[src/rtl/dds_tone_mixer_if.sv]
// Avalon-MM register port of the DDS tone mixer: word address, 1-cycle read latency, no waitrequest.
interface dds_tone_mixer_if;
  logic [4:0]  avs_address;
  logic        avs_read;
  logic        avs_write;
  logic [31:0] avs_writedata;
  logic [31:0] avs_readdata;

  modport master (
    output avs_address, avs_read, avs_write, avs_writedata,
    input  avs_readdata
  );

  modport slave (
    input  avs_address, avs_read, avs_write, avs_writedata,
    output avs_readdata
  );
endinterface

[src/rtl/dds_tone_mixer.sv]
// Multi-channel DDS tone mixer: time-multiplexed phase accumulators sharing one quarter-wave
// sine LUT and one multiplier, saturating sum, offset-binary sample at a programmable rate.
module dds_tone_mixer #(
  parameter int CHANNELS   = 4,
  parameter int PHASE_W    = 24,
  parameter int LUT_ADDR_W = 6,
  parameter int OUT_W      = 7,
  parameter int SAMPLE_DIV = 64
) (
  input  logic              clk,
  input  logic              reset,
  dds_tone_mixer_if.slave   avs,
  output logic [OUT_W-1:0]  sample_out,
  output logic              sample_valid
);

  localparam int CH_W  = (CHANNELS > 1) ? $clog2(CHANNELS) : 1;
  localparam int SUM_W = OUT_W + $clog2(CHANNELS) + 1;
  localparam int DIV_W = $clog2(SAMPLE_DIV);
  localparam int LUT_N = 2**LUT_ADDR_W;
  localparam int MAG   = 2**(OUT_W-1) - 1;
  localparam longint PI_FX = 64'sd843314857;  // pi * 2^28

  localparam logic [OUT_W-1:0]        MID  = OUT_W'(MAG + 1);
  localparam logic signed [SUM_W-1:0] SMAX = SUM_W'(MAG);
  localparam logic signed [SUM_W-1:0] SMIN = -SUM_W'(MAG);

  // Elaboration-time sine in 2^28 fixed point (Taylor series), rounded to the output scale.
  function automatic int lut_val(input int unsigned idx);
    longint x, x2, term, acc;
    x    = (PI_FX * longint'(2*idx + 1)) / (longint'(4) << LUT_ADDR_W);
    x2   = (x * x) >>> 28;
    term = x;
    acc  = x;
    for (int unsigned n = 1; n <= 8; n++) begin
      term = -((term * x2) >>> 28) / longint'((2*n) * (2*n + 1));
      acc  = acc + term;
    end
    return int'((longint'(MAG) * acc + (longint'(1) <<< 27)) >>> 28);
  endfunction

  logic [LUT_N-1:0][OUT_W-2:0] lut;
  for (genvar g = 0; g < LUT_N; g++) begin : g_lut
    localparam int V = lut_val(g);
    assign lut[g] = V[OUT_W-2:0];
  end

  typedef enum logic [2:0] {IDLE, FETCH, MUL, ACC, OUT} state_t;
  state_t state, state_next;

  logic                     en, clip;
  logic [PHASE_W-1:0]       pinc  [CHANNELS];
  logic [PHASE_W-1:0]       phase [CHANNELS];
  logic [7:0]               amp   [CHANNELS];
  logic [CHANNELS-1:0]      cen;
  logic [DIV_W-1:0]         div;
  logic [CH_W-1:0]          ch;
  logic signed [SUM_W-1:0]  sum;
  logic signed [OUT_W-1:0]  s_reg;
  logic [7:0]               amp_reg;
  logic signed [OUT_W:0]    p_reg;

  logic                     wr_ctrl, wr_stat, en_new, prst, abort, tick, busy, last;
  logic [PHASE_W-1:0]       cur_phase;
  logic [1:0]               quad;
  logic [LUT_ADDR_W-1:0]    lidx;
  logic signed [OUT_W-1:0]  s_fetch;
  logic signed [OUT_W+8:0]  prod;
  logic signed [SUM_W-1:0]  p_ext, sat;
  logic                     clip_hit;
  logic [31:0]              rd_mux;
  logic                     unused_wdata;

  assign unused_wdata = ^avs.avs_writedata;

  assign wr_ctrl = avs.avs_write && (avs.avs_address == 5'd0);
  assign wr_stat = avs.avs_write && (avs.avs_address == 5'd1);
  assign en_new  = wr_ctrl ? avs.avs_writedata[0] : en;
  assign prst    = wr_ctrl && avs.avs_writedata[1];
  assign abort   = prst || !en_new;
  assign tick    = en && (div == DIV_W'(SAMPLE_DIV - 1));
  assign busy    = (state != IDLE);
  assign last    = (ch == CH_W'(CHANNELS - 1));

  // Quarter-wave folding: odd quadrants mirror the index, upper half negates.
  assign cur_phase = phase[ch];
  assign quad      = cur_phase[PHASE_W-1 -: 2];
  assign lidx      = quad[0] ? ~cur_phase[PHASE_W-3 -: LUT_ADDR_W]
                             :  cur_phase[PHASE_W-3 -: LUT_ADDR_W];
  assign s_fetch   = quad[1] ? -$signed({1'b0, lut[lidx]}) : $signed({1'b0, lut[lidx]});

  assign prod  = s_reg * $signed({1'b0, amp_reg});
  assign p_ext = SUM_W'(p_reg);

  always_comb begin
    sat      = sum;
    clip_hit = 1'b0;
    if (sum > SMAX) begin
      sat      = SMAX;
      clip_hit = 1'b1;
    end else if (sum < SMIN) begin
      sat      = SMIN;
      clip_hit = 1'b1;
    end
  end

  always_ff @(posedge clk) begin
    if (reset) state <= IDLE;
    else       state <= state_next;
  end

  always_comb begin
    state_next = state;
    case (state)
      IDLE:    if (tick) state_next = FETCH;
      FETCH:   state_next = MUL;
      MUL:     state_next = ACC;
      ACC:     state_next = last ? OUT : FETCH;
      OUT:     state_next = IDLE;
      default: state_next = IDLE;
    endcase
    if (abort) state_next = IDLE;
  end

  always_ff @(posedge clk) begin
    if (reset) begin
      en           <= 1'b0;
      clip         <= 1'b0;
      cen          <= '0;
      div          <= '0;
      ch           <= '0;
      sum          <= '0;
      s_reg        <= '0;
      amp_reg      <= '0;
      p_reg        <= '0;
      sample_out   <= MID;
      sample_valid <= 1'b0;
      for (int unsigned k = 0; k < CHANNELS; k++) begin
        pinc[k]  <= '0;
        phase[k] <= '0;
        amp[k]   <= '0;
      end
    end else begin
      sample_valid <= 1'b0;
      if (!en_new) sample_out <= MID;

      if (wr_ctrl) en <= avs.avs_writedata[0];
      for (int unsigned k = 0; k < CHANNELS; k++) begin
        if (avs.avs_write && avs.avs_address == 5'(2 + 2*k))
          pinc[k] <= avs.avs_writedata[PHASE_W-1:0];
        if (avs.avs_write && avs.avs_address == 5'(3 + 2*k)) begin
          cen[k] <= avs.avs_writedata[0];
          amp[k] <= avs.avs_writedata[15:8];
        end
      end

      if (state == OUT && !abort && clip_hit) clip <= 1'b1;
      else if (wr_stat && avs.avs_writedata[1]) clip <= 1'b0;

      // Restart counts the write cycle itself as 0, so the first tick lands SAMPLE_DIV-1 later.
      if (!en_new)   div <= '0;
      else if (prst) div <= DIV_W'(1);
      else if (tick) div <= '0;
      else           div <= div + DIV_W'(1);

      if (prst) begin
        for (int unsigned k = 0; k < CHANNELS; k++) phase[k] <= '0;
      end else if (!abort) begin
        case (state)
          IDLE: if (tick) begin
            ch  <= '0;
            sum <= '0;
          end
          FETCH: begin
            s_reg   <= s_fetch;
            amp_reg <= amp[ch];
          end
          MUL: p_reg <= $signed(prod[OUT_W+8:8]);
          ACC: begin
            if (cen[ch]) begin
              sum       <= sum + p_ext;
              phase[ch] <= phase[ch] + pinc[ch];
            end
            if (!last) ch <= ch + CH_W'(1);
          end
          OUT: begin
            sample_out   <= sat[OUT_W-1:0] + MID;
            sample_valid <= 1'b1;
          end
          default: ;
        endcase
      end
    end
  end

  always_comb begin
    rd_mux = '0;
    if (avs.avs_address == 5'd0) rd_mux[0] = en;
    if (avs.avs_address == 5'd1) rd_mux[1:0] = {clip, busy};
    for (int unsigned k = 0; k < CHANNELS; k++) begin
      if (avs.avs_address == 5'(2 + 2*k)) rd_mux = 32'(pinc[k]);
      if (avs.avs_address == 5'(3 + 2*k)) rd_mux = {16'd0, amp[k], 7'd0, cen[k]};
    end
  end

  always_ff @(posedge clk) begin
    if (reset)             avs.avs_readdata <= '0;
    else if (avs.avs_read) avs.avs_readdata <= rd_mux;
  end

endmodule

[src/flat_wrapper.sv]
// flat-port wrapper written by rule: the top's interface ports become plain ports
module dds_tone_mixer_flat 
#(
  parameter int CHANNELS   = 4,
  parameter int PHASE_W    = 24,
  parameter int LUT_ADDR_W = 6,
  parameter int OUT_W      = 7,
  parameter int SAMPLE_DIV = 64
)
  (clk, reset, sample_out, sample_valid, avs_avs_address, avs_avs_read, avs_avs_write, avs_avs_writedata, avs_avs_readdata);
  dds_tone_mixer_if avs_i ();
  input  logic clk;
  input  logic reset;
  output logic [OUT_W-1:0] sample_out;
  output logic sample_valid;
  input wire logic [$bits(avs_i.avs_address)-1:0] avs_avs_address;
  input wire logic [$bits(avs_i.avs_read)-1:0] avs_avs_read;
  input wire logic [$bits(avs_i.avs_write)-1:0] avs_avs_write;
  input wire logic [$bits(avs_i.avs_writedata)-1:0] avs_avs_writedata;
  output wire logic [$bits(avs_i.avs_readdata)-1:0] avs_avs_readdata;
  assign avs_i.avs_address = avs_avs_address;
  assign avs_i.avs_read = avs_avs_read;
  assign avs_i.avs_write = avs_avs_write;
  assign avs_i.avs_writedata = avs_avs_writedata;
  assign avs_avs_readdata = avs_i.avs_readdata;
  dds_tone_mixer #(.CHANNELS(CHANNELS), .PHASE_W(PHASE_W), .LUT_ADDR_W(LUT_ADDR_W), .OUT_W(OUT_W), .SAMPLE_DIV(SAMPLE_DIV)) u_core (.clk(clk), .reset(reset), .avs(avs_i), .sample_out(sample_out), .sample_valid(sample_valid));
endmodule
[config.mk]
export PLATFORM = sky130hd
export DESIGN_NAME = dds_tone_mixer_flat
export DESIGN_NICKNAME = d
export VERILOG_FILES = /design/src/rtl/dds_tone_mixer_if.sv /design/src/rtl/dds_tone_mixer.sv /design/src/flat_wrapper.sv
export SDC_FILE = /design/constraint.sdc
export NUM_CORES = 1
export LEC_CHECK = 0
export CAP_MARGIN = 20
export CORE_UTILIZATION = 32
export CTS_CLUSTER_DIAMETER = 40
export DETAILED_ROUTE_END_ITERATION = 8
export PLACE_DENSITY = 0.5
export SYNTH_ARGS = -nofsm -noshare
export SYNTH_HDL_FRONTEND = slang
export SYNTH_SLANG_ARGS = --single-unit
[constraint.sdc]
create_clock -name clk -period 8.56 [get_ports clk]
set_input_delay 0.856 -clock clk [delete_from_list [all_inputs] [get_ports clk]]
set_output_delay 0.856 -clock clk [all_outputs]
set_load 0.05 [all_outputs]
Word-level counts from Yosys, hierarchy flattened:

Memory sizes are Yosys's and may differ from the RTL's. A register that Yosys moved wholly into a read port is not among the register bits.
Cells that the tools add are included.

* register bits: 82
* bits in writable memories: 224
* bits in read-only memories: 384
* input port bits: 41
* output and inout bits: 40
* word-level logic and storage cells: 189
* memories kept: 4

Memory list
* (no name shown): depth 64, width 6, rd ports 1, clocked after Yosys merged registers in 0, write ports 0, RTL line dds_tone_mixer.sv:90 `assign s_fetch = quad[1] ? -$signed({1'b0, lut[lidx]}) : $signed({1'b0, lut[lidx]});`
* u_core.phase: depth 4, width 24, rd ports 1, clocked after Yosys merged registers in 1, write ports 4, RTL line dds_tone_mixer.sv:53 `logic [PHASE_W-1:0] phase [CHANNELS];`
* u_core.pinc: depth 4, width 24, rd ports 5, clocked after Yosys merged registers in 1, write ports 4, RTL line dds_tone_mixer.sv:52 `logic [PHASE_W-1:0] pinc [CHANNELS];`
* u_core.amp: depth 4, width 8, rd ports 5, clocked after Yosys merged registers in 1, write ports 4, RTL line dds_tone_mixer.sv:54 `logic [7:0] amp [CHANNELS];`

* add/sub/neg operators: 6
* $mul: 1
* order comparisons: 4
* eq/ne operators: 18
* multiplexer cells: 92
* bitwise operators: 16
* reduce and logical (&&, ||, !) cells: 32

Operators with widths (count)
* 24-bit two-way mux: 17
* 7-bit two-way mux: 7
* 1-bit two-way mux: 46
* 8-bit two-way mux: 4
* 24-bit adder: 1
* 24-bit OR reduction: 1
* 5-bit by 3-bit equality test with 1-bit output (second input constant): 4
* 10-bit two-way mux: 2
* 10-bit case mux with 2 select lines: 1
* 7-bit by 9-bit multiplier with 16-bit output: 1
* 2-bit two-way mux: 8
* 1-bit logical AND: 15
* 6-bit two-way mux: 2
* 1-bit bitwise OR: 12
* 3-bit case mux with 4 select lines: 1
* 10-bit by 8-bit adder with 10-bit output: 1
* 5-bit by 2-bit equality test with 1-bit output (second input constant): 2
* 5-bit by 4-bit equality test with 1-bit output (second input constant): 2
* 10-bit by 7-bit > comparator with 1-bit output (second input constant): 1
* 10-bit by 7-bit less-than comparator with 1-bit output (second input constant): 1
* 5-bit AND reduction: 2
* 7-bit adder (second input constant): 1
* 6-bit by 7-bit less-than comparator with 1-bit output (second input constant): 1
* 6-bit negator with 7-bit output: 1
* 26 further kinds: 35

Depth between registers and ports, before layout:

Gate-level depths: netlist (run 1).

* depth in word-level cells: 11
* gate-level depth with buffers: 22

Worst setup path before layout (run 1):

Ideal clock, no wire load.

* kind: register to register
* from: register with a tool-made name
* to: memory u_core.phase[0][20] (data pin)
* arrival time: 4.210 ns
* slack: 4.079 ns
* stages on the path, launching flop included: 14
* clock period less this slack: 4.481 ns
* cells stage by stage: dfxtp_1 > buf_6 > clkbuf_1 > buf_1 > mux4_2 > ha_1 > o21a_1 > o21ai_0 > or2_2 > a2bb2oi_1 > o311a_1 > o311a_1 > a311oi_1 > nor2_1

RTL lines (RTL line)
* end: declaration: dds_tone_mixer.sv:53

==> run metrics, run 1 <==
status=complete, no violations; Via density=5.25; Die Ht=about 240 um; Cells after Synth=around 1600; gr ovfl total=0; clk_lat worst skew=600 ps; Die Wd=239 um; final setup fails=0; fillers=about 5400; Hold Path Depth=2; setup TNS=0 ps; DR vias=roughly 13000; crit path capture type=register; Post-CTS Hold Buffers=0; TritonCTS Buffers=53; placed insts=2384; end-of-flow core utilization=38.2%; crit-path max cell delay=810 ps; Site Rows=86; Core ar.=55300 um2; Final nets=1844; clk buf depth=3; RSZ-0062 raised after global routing=no; Worst-path clk slew=50 ps; first-pass GRT wire length=80100 um; Tmin final=5330 ps; Total GRT Usage=between 10% and 20%; Power per Cell Area=197 nW/um2; critical path's slowest cell=dfxtp_2; Levels on crit path=18; H-tree depth=2; Max-Cap Viols=0; initial antenna violation count=2; leakage=7.84 nW; Reg-to-Reg End=u_core.s_reg[4]$_SDFFE_PP0P_; starting density of the core=32.5%; Critical path buffers and inverters=2; Seq/Total Area, Yosys=46.8%; First-pass DRT Iterations=5; I/O Buffers=64; final hold vios=0; Synth Cell Area=18000 um2; synth unique cells=85; CTS tree=yes; setup bufs post-CTS=0; die area=57100 um2; CTS Sinks=308; finished layout cell area=21100 um2; Post-synth EDFFs=about 220; Worst EP arrival=5850 ps; mean post-synth cell area=11.0 um2; DP HPWL=33100 um; largest net degree at the start of global routing=roughly 50; CP Cell Sequence=mux2_4 > mux2i_4 > inv_2 > nor2_1 > nor2_1 > ha_1 > mux2i_1 > o32a_1 > nand3_1 > a221o_1 > o2111a_1 > a311oi_2 > ha_1 > inv_1 > o31ai_1 > xnor2_1 > nand2_1 > a21oi_1; hold_sp=u_core.sample_out[1]$_SDFF_PP0_; Worst-Margin Slew=1230 ps; ratio of cells with drive above 1 in the final layout=11.0%; IO Pins=81; data required time at the worst endpoint=9070 ps; post-route ant nets=0; dominant synthesized flop cell=edfxtp_1; critical path's top delay family=compound AO/OA/AOI/OAI gates; R2R setup slack=~3200 ps; R2R depth=18; # DRC=0; number of global-route vias before repair=13500; WL/cell=~21 um; multi-input logic area=~8900 um2; CTS resizes=0; Tcrit/Tclk final=between 60% and 70%; final clock skew=22.9 ps; fmax=188 MHz; post-synthesis register bit count=308; Post-Layout Cell Count=between 2000 and 2500; RePlAce Congestion=0.853; Max FO, Critical Path=35; Async SR Flop Fraction=0%; worst vdd ir=~0.14 mV; hold crit path type=register to register; Iter 0 DRT Violations=roughly 1100; Yosys warnings=0; Syn-to-layout area delta=17.6%; Setup CP Type=register to register; Hold Crit Endpoint=u_core.sample_out[1]$_SDFF_PP0_; Sequential cell area=8410 um2; Root Driver=clkbuf_16; Post-Route WL=slightly above 50000 um; worst slew margin relative to its limit=around 18%; Area after DPL=19300 um2; Setup crit start kind=register; max-slew violation count=0
power by group:
group          internal (mW)  switching [mW]
clock                   1.38           0.734
combinational          0.116           0.226
sequential              1.66          0.0330
metal layers:
| layer | vias to the layer above | routed length, um | global-route usage [%] |
|---|---|---|---|
| met4 | 2 | 1530 | 7.19 |
| met5 | - | 13 | 0 |
| met3 | 88 | 2770 | 3.00 |
| met1 | 6477 | 23200 | 24.5 |
| li1 | 6135 | - | - |
| met2 | 348 | 24200 | 30.2 |
worst min-delay path, stage by stage, from the launching register on:
cell,delay [ps]
dfxtp_1,300
nand2_1,50
a21oi_1,50
synth_stat cells (4+ instances only):
cell type	number	area, um2
a211oi_1	11	82.6
a21o_1	13	97.6
a21oi_1	70	350
a222oi_1	9	90.1
a22oi_1	60	450
a311oi_1	17	149
a31oi_1	4	25.0
and2_1	169	1060
and3_1	14	87.6
buf_1	7	26.3
buf_2	12	60.1
buf_4	8	60.1
buf_6	4	45.0
clkbuf_1	67	251
dfxtp_1	84	1680
edfxtp_1	224	6730
fa_1	31	621
ha_1	81	1010
inv_1	63	236
mux2i_1	7	70.1
mux4_2	59	1330
nand2_1	105	394
nand2b_1	17	106
nand3_1	38	190
nand3b_1	6	45.0
nand4_1	4	25.0
nor2_1	186	698
nor2b_1	11	68.8
nor3_1	36	180
nor3b_1	8	60.1
nor4_1	5	31.3
nor4b_1	4	35.0
o2111ai_1	7	61.3
o211ai_1	5	37.5
o21a_1	6	45.0
o21ai_0	38	190
o21bai_1	6	45.0
o22ai_1	7	43.8
o31ai_1	7	52.6
or2_1	4	25.0
or3_1	6	37.5
xnor2_1	27	236
xor2_1	25	219
cell usage in the layout (no fill, tap or decap), types with 23 or more instances in the layout:
cell type and instances:
nor2_1 185, nand3_1 38, ha_1 81, dfxtp_1 82, nand2_1 100, a22oi_1 60
fa_1 31, clkbuf_16 55, clkdlybuf4s50_1 62, edfxtp_1 224, o21ai_0 38, nor3_1 34
inv_1 63, xnor2_1 27, a21oi_1 70, buf_4 23, and2_1 168, mux4_2 59
xor2_1 25
worst max path at each step:
| stage | slack [ps] | endpoint |
|---|---|---|
| 5_1_grt | 2690 | u_core.s_reg[4]$_SDFFE_PP0P_ |
| 6_report | 3230 | u_core.s_reg[4]$_SDFFE_PP0P_ |
| 3_3_place_gp | 3280 | u_core.s_reg[4]$_SDFFE_PP0P_ |
| 2_1_floorplan | 4080 | u_core.phase[0][20]$_SDFFCE_PN0P_ |
| 4_1_cts | 3210 | u_core.s_reg[4]$_SDFFE_PP0P_ |
| 3_5_place_dp | 3230 | u_core.s_reg[4]$_SDFFE_PP0P_ |
metrics by stage:
stage                     total power [mW]  setup slack [ps]  hold WS (ps)
after CTS                             4.19              3210           458
after detailed placement              2.07              3230           448
after global placement                2.06              3280           446
after floorplan                       1.94              4080           449
final                                 4.15              3230           452
after global routing                  4.28              2690           488
area by class of cell:
type | instances | area share [%]
clock buffers | 67 | 6.92
flip-flops and latches | 308 | 39.8
clock inverters | 33 | 1.54
diodes | 1 | 0.0118
multi-input cells | 1176 | 42.3
inverters | 65 | 1.15
repair buffers | 87 | 3.80
well taps | 748 | 4.43
cell families after synthesis:
family          Yosys count  synth area share, %
compound gates          307                 12.0
other cells               1               0.0209
flops                   308                 46.8
mux                      70                 8.14
buf+inv                 163                 3.82
xor+xnor                 52                 2.54
fa+ha+maj               112                 9.10
simple gates            627                 17.6
No activity file was read; power rests on OpenSTA's default activity.
==> inputs of run 2 (changes only) <==
- clock period: 8.56 -> 5.5 ns (I/O delays scaled with it)
==> run metrics, run 2 (synthesized netlist as in run 1, its figures left out) <==
status=complete, no violations; Final nets=around 1800; data required time at the worst endpoint=6010 ps; DR vias=13200; setup bufs post-CTS=0; die area=57100 um2; ratio of cells with drive above 1 in the final layout=11.6%; # DRC=0; number of global-route vias before repair=about 13000; CTS resizes=0; Power per Cell Area=305 nW/um2; CTS Sinks=308; end-of-flow core utilization=38.3%; Die Wd=239 um; leakage=7.87 nW; max-slew violation count=0; Top Usage Layer GRT=met2; placed insts=2388; worst vdd ir=0.218 mV; Worst EP arrival=5330 ps; final worst slack=just under 700 ps; DP HPWL=approximately 34000 um; Worst-path clk slew=60 ps; CP Cell Sequence=mux2_4 > mux2i_4 > inv_2 > nor2_1 > nor2_1 > ha_1 > mux2i_1 > o32a_1 > nand3_1 > a221o_1 > o2111a_1 > a311oi_2 > ha_1 > inv_1 > o31ai_1 > xnor2_1 > nand2_1 > a21oi_1; worst slew margin relative to its limit=24.0%; crit path capture type=register; GRT met3 Usage=under 10%; H-tree depth=2; starting density of the core=32.5%; met1 usage=about a quarter; clk_lat worst skew=590 ps; IO Pins=81; initial antenna violation count=5; multi-input logic area=8940 um2; critical path's slowest cell=ha_1; Post-Route WL=51700 um; I/O Buffers=64; Worst-Margin Slew=roughly 1100 ps; final hold vios=0; Setup CP Type=register to register; setup TNS=0 ps; Die Ht=239 um; First-pass DRT Iterations=6; RSZ-0062 raised after global routing=no; Tmin final=4820 ps; final clock skew=23.6 ps; Iter 0 DRT Violations=around 940; Root Driver=clkbuf_16; Post-CTS Hold Buffers=0; fmax=roughly 210 MHz; commonest non-fill, non-tap cell in the layout=edfxtp_1; Post-Layout Cell Count=2486; post-route ant nets=0; Max FO, Critical Path=17; hold crit path type=register to register; Max-Cap Viols=0; fillers=5469; GRT met2 Usage=30.3%; Site Rows=86; Syn-to-layout area delta=17.9%; Total GRT Usage=between 10% and 20%; Tcrit/Tclk final=87.7%; RePlAce Congestion=0.879; WL/cell=~21 um; gr ovfl total=0; final setup fails=0; pre-CTS WS=804 ps; crit-path max cell delay=around 690 ps; clk buf depth=3; CTS tree=yes; leading cell types in the layout, fill and taps excluded=224 x edfxtp_1, 185 x nor2_1, 169 x and2_1; first-pass GRT wire length=roughly 79000 um; Sequential cell area=8410 um2; TritonCTS Buffers=51; Via density=between 5 and 6; largest net degree at the start of global routing=67; Core ar.=55300 um2; Setup crit start kind=register
## run 2: power breakdown
part | leakage [nW] | internal, mW | switching (mW)
logic | 4.15 | 0.182 | 0.353
registers | 2.85 | 2.59 | 0.0529
clock network | 0.868 | 2.10 | 1.19
total | 7.87 | 4.86 | 1.60
## run 2: critical path, delay by kind of cell (launching register included)
kind | cells | cell delay (ps)
AO/OA/AOI/OAI | 6 | 1440
multiplexers | 3 | 970
adder cells (fa/ha/maj) | 2 | 960
AND/OR/NAND/NOR | 4 | 490
flip-flops | 1 | 480
buffers and inverters | 2 | 240
XOR/XNOR | 1 | 160
## run 2: area by class of cell
class / instances / area share (%)
Tap cell: 748 / 4.42
Inverter: 65 / 1.15
Clock inverter: 33 / 1.93
Timing Repair Buffer: 91 / 4.05
Multi-Input combinational cell: 1176 / 42.2
Antenna cell: 2 / 0.0236
Clock buffer: 63 / 6.53
Sequential cell: 308 / 39.7
## run 2: metrics by stage
step	total power, mW	instance area [um2]	hold WS, ps
after CTS	6.53	21200	460
after detailed placement	3.22	19400	450
after floorplan	3.02	18000	449
after global routing	6.68	21200	487
final	6.46	21200	455
after global placement	3.21	19400	445
## run 2: worst paths after layout
path | startpoint | slack [ps] | to | cells after the start
min | u_core.sample_out[3]$_SDFF_PP0_ | 450 | u_core.sample_out[3]$_SDFF_PP0_ | 2
min reg2reg | u_core.sample_out[3]$_SDFF_PP0_ | 450 | u_core.sample_out[3]$_SDFF_PP0_ | 2
max reg2reg | register | 680 | u_core.s_reg[4]$_SDFFE_PP0P_ | 18
max | register | 680 | u_core.s_reg[4]$_SDFFE_PP0P_ | 18
## run 2: per-layer routing
layer,part of all wire (%),wire (um),up-vias
met5,0.064,33,-
met3,5.1,2630,85
li1,-,-,6147
met1,45,23100,6577
met2,48,24600,362
met4,2.4,1220,4
==> inputs of run 3 (changes only) <==
- CORE_ASPECT_RATIO: not set -> 1.5
==> run metrics, run 3 (synthesized netlist as in run 1, its figures left out) <==
Root Driver=clkbuf_16; TritonCTS Buffers=42; Worst-Margin Slew=1090 ps; largest net degree at the start of global routing=67; final clock skew=18.1 ps; fillers=5436; Iter 0 DRT Violations=864; placed insts=2344; worst vdd ir=roughly 0.28 mV; RePlAce Congestion=0.845; Internal=between 4 and 5 mW; status=complete, no violations; worst slew margin relative to its limit=27.4%; Via density=5.37; Total GRT Usage=between 10% and 20%; number of global-route vias before repair=around 13000; Syn-to-layout area delta=15.7%; CP Cell Sequence=buf_4 > mux2i_4 > inv_2 > nor2_1 > nor2_1 > ha_1 > mux2i_1 > o32a_1 > nand3_1 > a221o_1 > o2111a_1 > a311oi_2 > ha_1 > inv_1 > o31ai_1 > xnor2_1 > nand2_1 > a21oi_1; leakage=7.73 nW; setup bufs post-CTS=0; share of total power in the clock network=46.9%; data required time at the worst endpoint=just under 6000 ps; Core ar.=55600 um2; Post-CTS Hold Buffers=0; crit path capture type=register; Comb power frac=8.9%; starting density of the core=about a third; Setup CP Type=register to register; end-of-flow core utilization=a little under two fifths; Power per Cell Area=287 nW/um2; gr ovfl total=0; clk buf depth=3; RSZ-0062 raised after global routing=no; commonest non-fill, non-tap cell in the layout=edfxtp_1; DR vias=about 13000; H-tree depth=2; crit-path max cell delay=between 400 and 500 ps; first-pass GRT wire length=between 70000 and 80000 um; critical path's slowest cell=ha_1; Setup crit start kind=register; R2R setup slack=840 ps; setup TNS=0 ps; n_diodes=0; CTS Sinks=308; Area after DPL=19300 um2; final setup fails=0; Max FO, Critical Path=20; finished layout cell area=between 20000 and 25000 um2; # DRC=0; CTS tree=yes; post-route ant nets=0; Site Rows=106; Worst EP arrival=5130 ps; Sequential cell area=8410 um2; initial antenna violation count=0; hold crit path type=register to register; Tcrit/Tclk final=84.8%; Max-Cap Viols=0; Worst-path clk slew=60 ps; ratio of cells with drive above 1 in the final layout=between 10% and 20%; Tmin final=around 4700 ps; Post-Layout Cell Count=2423; Final nets=between 1500 and 2000; switching share of power=24.8%; leading cell types in the layout, fill and taps excluded=224 x edfxtp_1, 186 x nor2_1, 169 x and2_1; WHS=449 ps; multi-input logic area=8930 um2; WL/cell=20.9 um; clk_lat worst skew=560 ps; NetSw=1.48 mW; final hold vios=0; Post-Route WL=just over 50000 um; max-slew violation count=0; fmax=214 MHz; IO Pins=81; CTS resizes=0; Die Ht=292 um; Die Wd=195 um; First-pass DRT Iterations=8; I/O Buffers=64; DP HPWL=34500 um; sequential share of power=44.2%; die area=57100 um2
## run 3: metal layers
layer | vias up | share of wire (%) | GRT usage [%]
met5 | - | 0 | 0
met4 | 0 | 3.9 | 7.68
met3 | 106 | 3.7 | 2.24
met2 | 316 | 53 | 33.5
met1 | 6464 | 40 | 20.1
li1 | 6122 | - | -
## run 3: cell type report
type / count / share of cell area, %
well taps: 702 / 4.22
clock buffers: 53 / 5.65
inverters: 65 / 1.17
clock inverters: 25 / 1.43
flip-flops and latches: 308 / 40.5
repair buffers: 94 / 4.12
multi-input cells: 1176 / 42.9
## run 3: worst max-delay path: cells and delay by family, from the launching register on
kind | cells | cell delay (ps)
compound gates | 6 | 1460
simple gates | 4 | 510
fa+ha+maj | 2 | 760
buf+inv | 3 | 590
flops | 1 | 390
mux | 2 | 690
xor+xnor | 1 | 160
## run 3: path summary, 6_finish.rpt
kind	startpoint	to	cells past startpoint
max	register	u_core.s_reg[4]$_SDFFE_PP0P_	18
min	u_core.sample_out[3]$_SDFF_PP0_	u_core.sample_out[3]$_SDFF_PP0_	2
max reg2reg	register	u_core.s_reg[4]$_SDFFE_PP0P_	18
min reg2reg	u_core.sample_out[3]$_SDFF_PP0_	u_core.sample_out[3]$_SDFF_PP0_	2
## run 3: power by group through the flow
stage / Clock, mW / Combinational (mW) / Sequential, mW
3_3_place_gp: 0 / 0.532 / 2.68
5_1_grt: 2.96 / 0.578 / 2.65
4_1_cts: 2.87 / 0.538 / 2.64
3_5_place_dp: 0 / 0.536 / 2.69
2_1_floorplan: 0 / 0.323 / 2.70
6_report: 2.81 / 0.532 / 2.64
## run 3: through the flow
step                      setup slack, ps  total power, mW
after global routing                  560             6.18
after CTS                             769             6.04
after floorplan                      1020             3.02
after global placement                889             3.21
after detailed placement              770             3.22
final                                 836             5.98
==> patch 1, RTL diff (config.mk and constraints of run 2) <==
Register the output `sample_out` once more, without a reset; this adds one clock of latency there. The other outputs are not delayed to match.
--- a/src/rtl/dds_tone_mixer.sv
+++ b/src/rtl/dds_tone_mixer.sv
@@ -26,4 +26,6 @@
   localparam logic signed [SUM_W-1:0] SMIN = -SUM_W'(MAG);
 
+  logic [OUT_W-1:0] sample_s0;
+
   // Elaboration-time sine in 2^28 fixed point (Taylor series), rounded to the output scale.
   function automatic int lut_val(input int unsigned idx);
@@ -134,5 +136,5 @@
       amp_reg      <= '0;
       p_reg        <= '0;
-      sample_out   <= MID;
+      sample_s0    <= MID;
       sample_valid <= 1'b0;
       for (int unsigned k = 0; k < CHANNELS; k++) begin
@@ -143,5 +145,5 @@
     end else begin
       sample_valid <= 1'b0;
-      if (!en_new) sample_out <= MID;
+      if (!en_new) sample_s0 <= MID;
 
       if (wr_ctrl) en <= avs.avs_writedata[0];
@@ -185,5 +187,5 @@
           end
           OUT: begin
-            sample_out   <= sat[OUT_W-1:0] + MID;
+            sample_s0    <= sat[OUT_W-1:0] + MID;
             sample_valid <= 1'b1;
           end
@@ -209,4 +211,8 @@
   end
 
+  always_ff @(posedge clk) begin
+    sample_out <= sample_s0;
+  end
+
 endmodule
 
Behaviour: not the same (a bounded check fails within 4 cycles, from zero or initial values and one cycle with reset high).
==> patch 1 against run 2 <==
  * Final cell count shrank 4.3%
  * Setup slack lost 19 ps
  * Routed wire length shrank 5.6%
  * Sequential cell count grew 7
  * Utilization grew 0.10 points
  * Power is essentially flat
  * Global-route usage shrank 0.64 points
  * Die area shrank 1.7%
  * Clock skew grew 6.1 ps
  * Design area shrank 1.9%
  * Non-clock buffer count grew 3
  * Synthesized area shrank 1.7%
==> patch 1: results <==
[run_status]
status = complete, no violations

[power]
power_leakage_nw = 7.75
irDropWorstVdd_uv = 217

[synthesis]
synth_cells = 1574
ys_seq_area_share_pct = 48.4
synth_area_leaders = edfxtp_1, dfxtp_1, mux4_2
synth_commonest_cells = edfxtp_1, nor2_1, and2_1, nand2_1, dfxtp_1
yosysUniqueCellTypes = 75
async_flop_share_pct = 0

[hold_path]
hold_depth = 0
min_to = u_core.sample_out[1]

[drt]
post_drt_via_cell_ratio = 5.29
wl_per_cell_um = 20.5
initialDrtViolationCount = 901

[layout]
drive_above_1_share_pct = 12.2
fin_cells = 2378
antenna_cells = 0
final_nets = 1792

[cts]
cts_buffers = 52
cts_resized = 0

[timing]
timing_worst_slew_pin_value_ps = 1150
fin_worst_skew_ps = 29.7

[worst_setup_path]
reg2reg_slack_ps = 660
reg2regPathDepth = 16
worst_r2r_endpoint = u_core.p_reg[6]
slowest_stage = a2111oi_0
critical_path.max_fanout = 9
critPathArrivalTime_ps = 5350
max_stage_delay_ps = 600

[placement]
dp.cells = 2279
dp_hpwl_um = 32100

[grt]
antenna_found_initial = 0
grtUsageTotal_pct = 17.6
grt_pass1_wl_um = 75200
grt_max_degree = 71
first_global_vias = 12713
==> patch 1: area by class of cell <==
class / instances / area [sq um]
fillers: 5224 / 33300
clock buffers: 58 / 1340
inverters: 55 / 206
flip-flops and latches: 315 / 8550
clock inverters: 39 / 420
repair buffers: 94 / 866
well taps: 696 / 871
multi-input cells: 1121 / 8530
==> patch 1: layer usage <==
layer  vias to the layer above  routed length, um  global-route usage, %
met5                         -                  0                      0
met4                         0               1270                   5.98
met3                        85               2650                   3.04
met2                       324              23000                   28.9
met1                      6268              21900                   23.3
li1                       5903                  -                      -
==> patch 1: kinds of logic (layout without fill, tap and decap cells) <==
| family | count (synthesis) | count (layout) | share of synthesized area [%] |
|---|---|---|---|
| fa+ha+maj | 112 | 112 | 9.26 |
| simple gates | 597 | 597 | 16.9 |
| mux | 72 | 72 | 8.31 |
| flops | 315 | 315 | 48.4 |
| buf+inv | 145 | 246 | 3.65 |
| other cells | 1 | 8 | 0.0212 |
| compound gates | 280 | 280 | 10.8 |
| xor+xnor | 52 | 52 | 2.71 |
==> patch 1: how the worst max path moves through the flow <==
stage | end | startpoint | slack, ps
final | u_core.p_reg[6] | u_core.s_reg[2] | 660
after CTS | u_core.p_reg[6] | u_core.s_reg[3] | 570
after global placement | u_core.p_reg[6] | u_core.s_reg[3] | 540
after global routing | u_core.p_reg[6] | u_core.amp_reg[2] | 210
after detailed placement | u_core.p_reg[6] | u_core.amp_reg[2] | 600
after floorplan | u_core.p_reg[6] | u_core.s_reg[6] | 1040
==> patch 1: stage by stage <==
stage / power, W / utilization [%] / worst slack (ps) / area, sq um / hold WS [ps]
6_report: 0.00646 / 38.4 / 658 / 20800 / 351
5_1_grt: 0.00668 / 38.4 / 215 / 20800 / 362
4_1_cts: 0.00653 / 38.4 / 567 / 20800 / 354
3_5_place_dp: 0.00324 / 35.1 / 603 / 19000 / 342
3_3_place_gp: 0.00323 / 35.1 / 541 / 19000 / 341
2_1_floorplan: 0.00306 / - / 1040 / 17700 / 326
==> patch 1: report_power, final <==
group	internal [W]	leakage (nW)	switching, W
logic	0.000173	4.00	0.000331
registers	0.00264	2.89	0.0000467
clock network	0.00206	0.862	0.00121
==> patch 2, RTL diff (config.mk and constraints of run 2) <==
Without the edit above. `SAMPLE_DIV` is set to 64 in 2 places; all go to 128.
--- a/src/rtl/dds_tone_mixer.sv
+++ b/src/rtl/dds_tone_mixer.sv
@@ -6,5 +6,5 @@
   parameter int LUT_ADDR_W = 6,
   parameter int OUT_W      = 7,
-  parameter int SAMPLE_DIV = 64
+  parameter int SAMPLE_DIV = 128
 ) (
   input  logic              clk,
--- a/src/flat_wrapper.sv
+++ b/src/flat_wrapper.sv
@@ -6,5 +6,5 @@
   parameter int LUT_ADDR_W = 6,
   parameter int OUT_W      = 7,
-  parameter int SAMPLE_DIV = 64
+  parameter int SAMPLE_DIV = 128
 )
   (clk, reset, sample_out, sample_valid, avs_avs_address, avs_avs_read, avs_avs_write, avs_avs_writedata, avs_avs_readdata);
Function: same outputs for any inputs over 4 cycles, from zero or initial values and one cycle with reset high; that may be too few to reach the edited logic, so the function may still have changed.
==> patch 2 against run 2 <==
  * Sequential cell count rose by 1
  * Design area rose by 0.39%
  * Setup slack got worse by 100 ps
  * Maximum frequency fell by 2.0%
  * Power rose by 9.4%
  * Die area fell by 1.6%
  * Synthesized area fell by 1.6%
  * Utilization rose by 0.91 points
  * Critical path depth fell by 1
  * Routed wire length fell by 2.2%
  * Critical path type unchanged
  * Largest cell class unchanged
  * Largest power group unchanged
==> patch 2: results <==
[drt]
initialDrtViolationCount = 1054
met3_length_um = 2580
wl_met2_um = 24400
post_drt_via_cell_ratio = 5.31
finalWirelength_um = 50500
wl_met1_um = 22600
top_layer = met5

[worst_setup_path]
reg2reg_slack_ps = 580
reg2regPathDepth = 17
endpoint = u_core.p_reg[6]
crit_type = register to register
critical_path.max_fanout = 7
slowest_stage = fa_1
critical_path.top_delay_family = adder cells
critPathArrivalTime_ps = 5410
max_stage_delay_ps = 540

[layout]
final_nets = 1803
fin_cells = 2392
antenna_cells = 0
drive_above_1_share_pct = 12.9

[synthesis]
synth_commonest_cells = edfxtp_1, nor2_1, and2_1, nand2_1, dfxtp_1
ys_seq_area_share_pct = 47.7
ys_dominant_reg_cell = edfxtp_1
async_flop_share_pct = 0
avgSynthCellArea_sq_um = 11.2
yosysUniqueCellTypes = 83
ys_warn_count = 0
synth_area_leaders = edfxtp_1, dfxtp_1, mux4_2

[run_status]
status = complete, no violations

[grt]
antenna_found_initial = 1
grtUsageMet2_pct = 30.2
first_global_vias = 12924
grt_pass1_wl_um = 77500
grtUsageTotal_pct = 18.1
grt_util_met1_pct = 24.2
grt_util_met3_pct = 2.79
grt_max_degree = 64

[timing]
fin_worst_skew_ps = 29.6
timing_worst_slew_pin_value_ps = 1100
hold-worst-slack_ps = 451

[hold_path]
min_to = u_core.sample_out[3]

[cts]
cts_max_level = 2
clk_latency_ps = 580
cts_buffers = 55
cts_setup_buffers = 0

[placement]
dp_hpwl_um = 33100
dp.cells = 2288
postPlaceCellArea_sq_um = 19100
place_ws_ps = 569
place_congestion = 0.805

[floorplanning]
start_util_pct = 32.6

[power]
power_leakage_nw = 7.94
irDropWorstVdd_uv = 248
## patch 2: power by group
part	total [W]	switching, W	internal (W)
clock network	0.00392	0.00121	0.00271
registers	0.00264	0.0000487	0.00259
logic	0.000507	0.000333	0.000174
## patch 2: cell type report
class	instances	area, sq um
clock inverter	37	629
inverter	65	244
multi-input combinational	1123	8640
tap	696	871
sequential	309	8430
fill	5260	33000
timing repair buffer	96	937
clock buffer	66	1510
## patch 2: cell families (layout without fill, tap and decap cells)
| group | Yosys count | after routing | synth area share, % |
|---|---|---|---|
| other | 1 | 8 | 0.0212 |
| AO/OA/AOI/OAI | 312 | 312 | 12.5 |
| AND/OR/NAND/NOR | 570 | 570 | 16.2 |
| flip-flops | 309 | 309 | 47.7 |
| adder cells (fa/ha/maj) | 112 | 112 | 9.24 |
| buffers and inverters | 155 | 264 | 3.84 |
| XOR/XNOR | 56 | 56 | 2.86 |
| multiplexers | 65 | 65 | 7.71 |
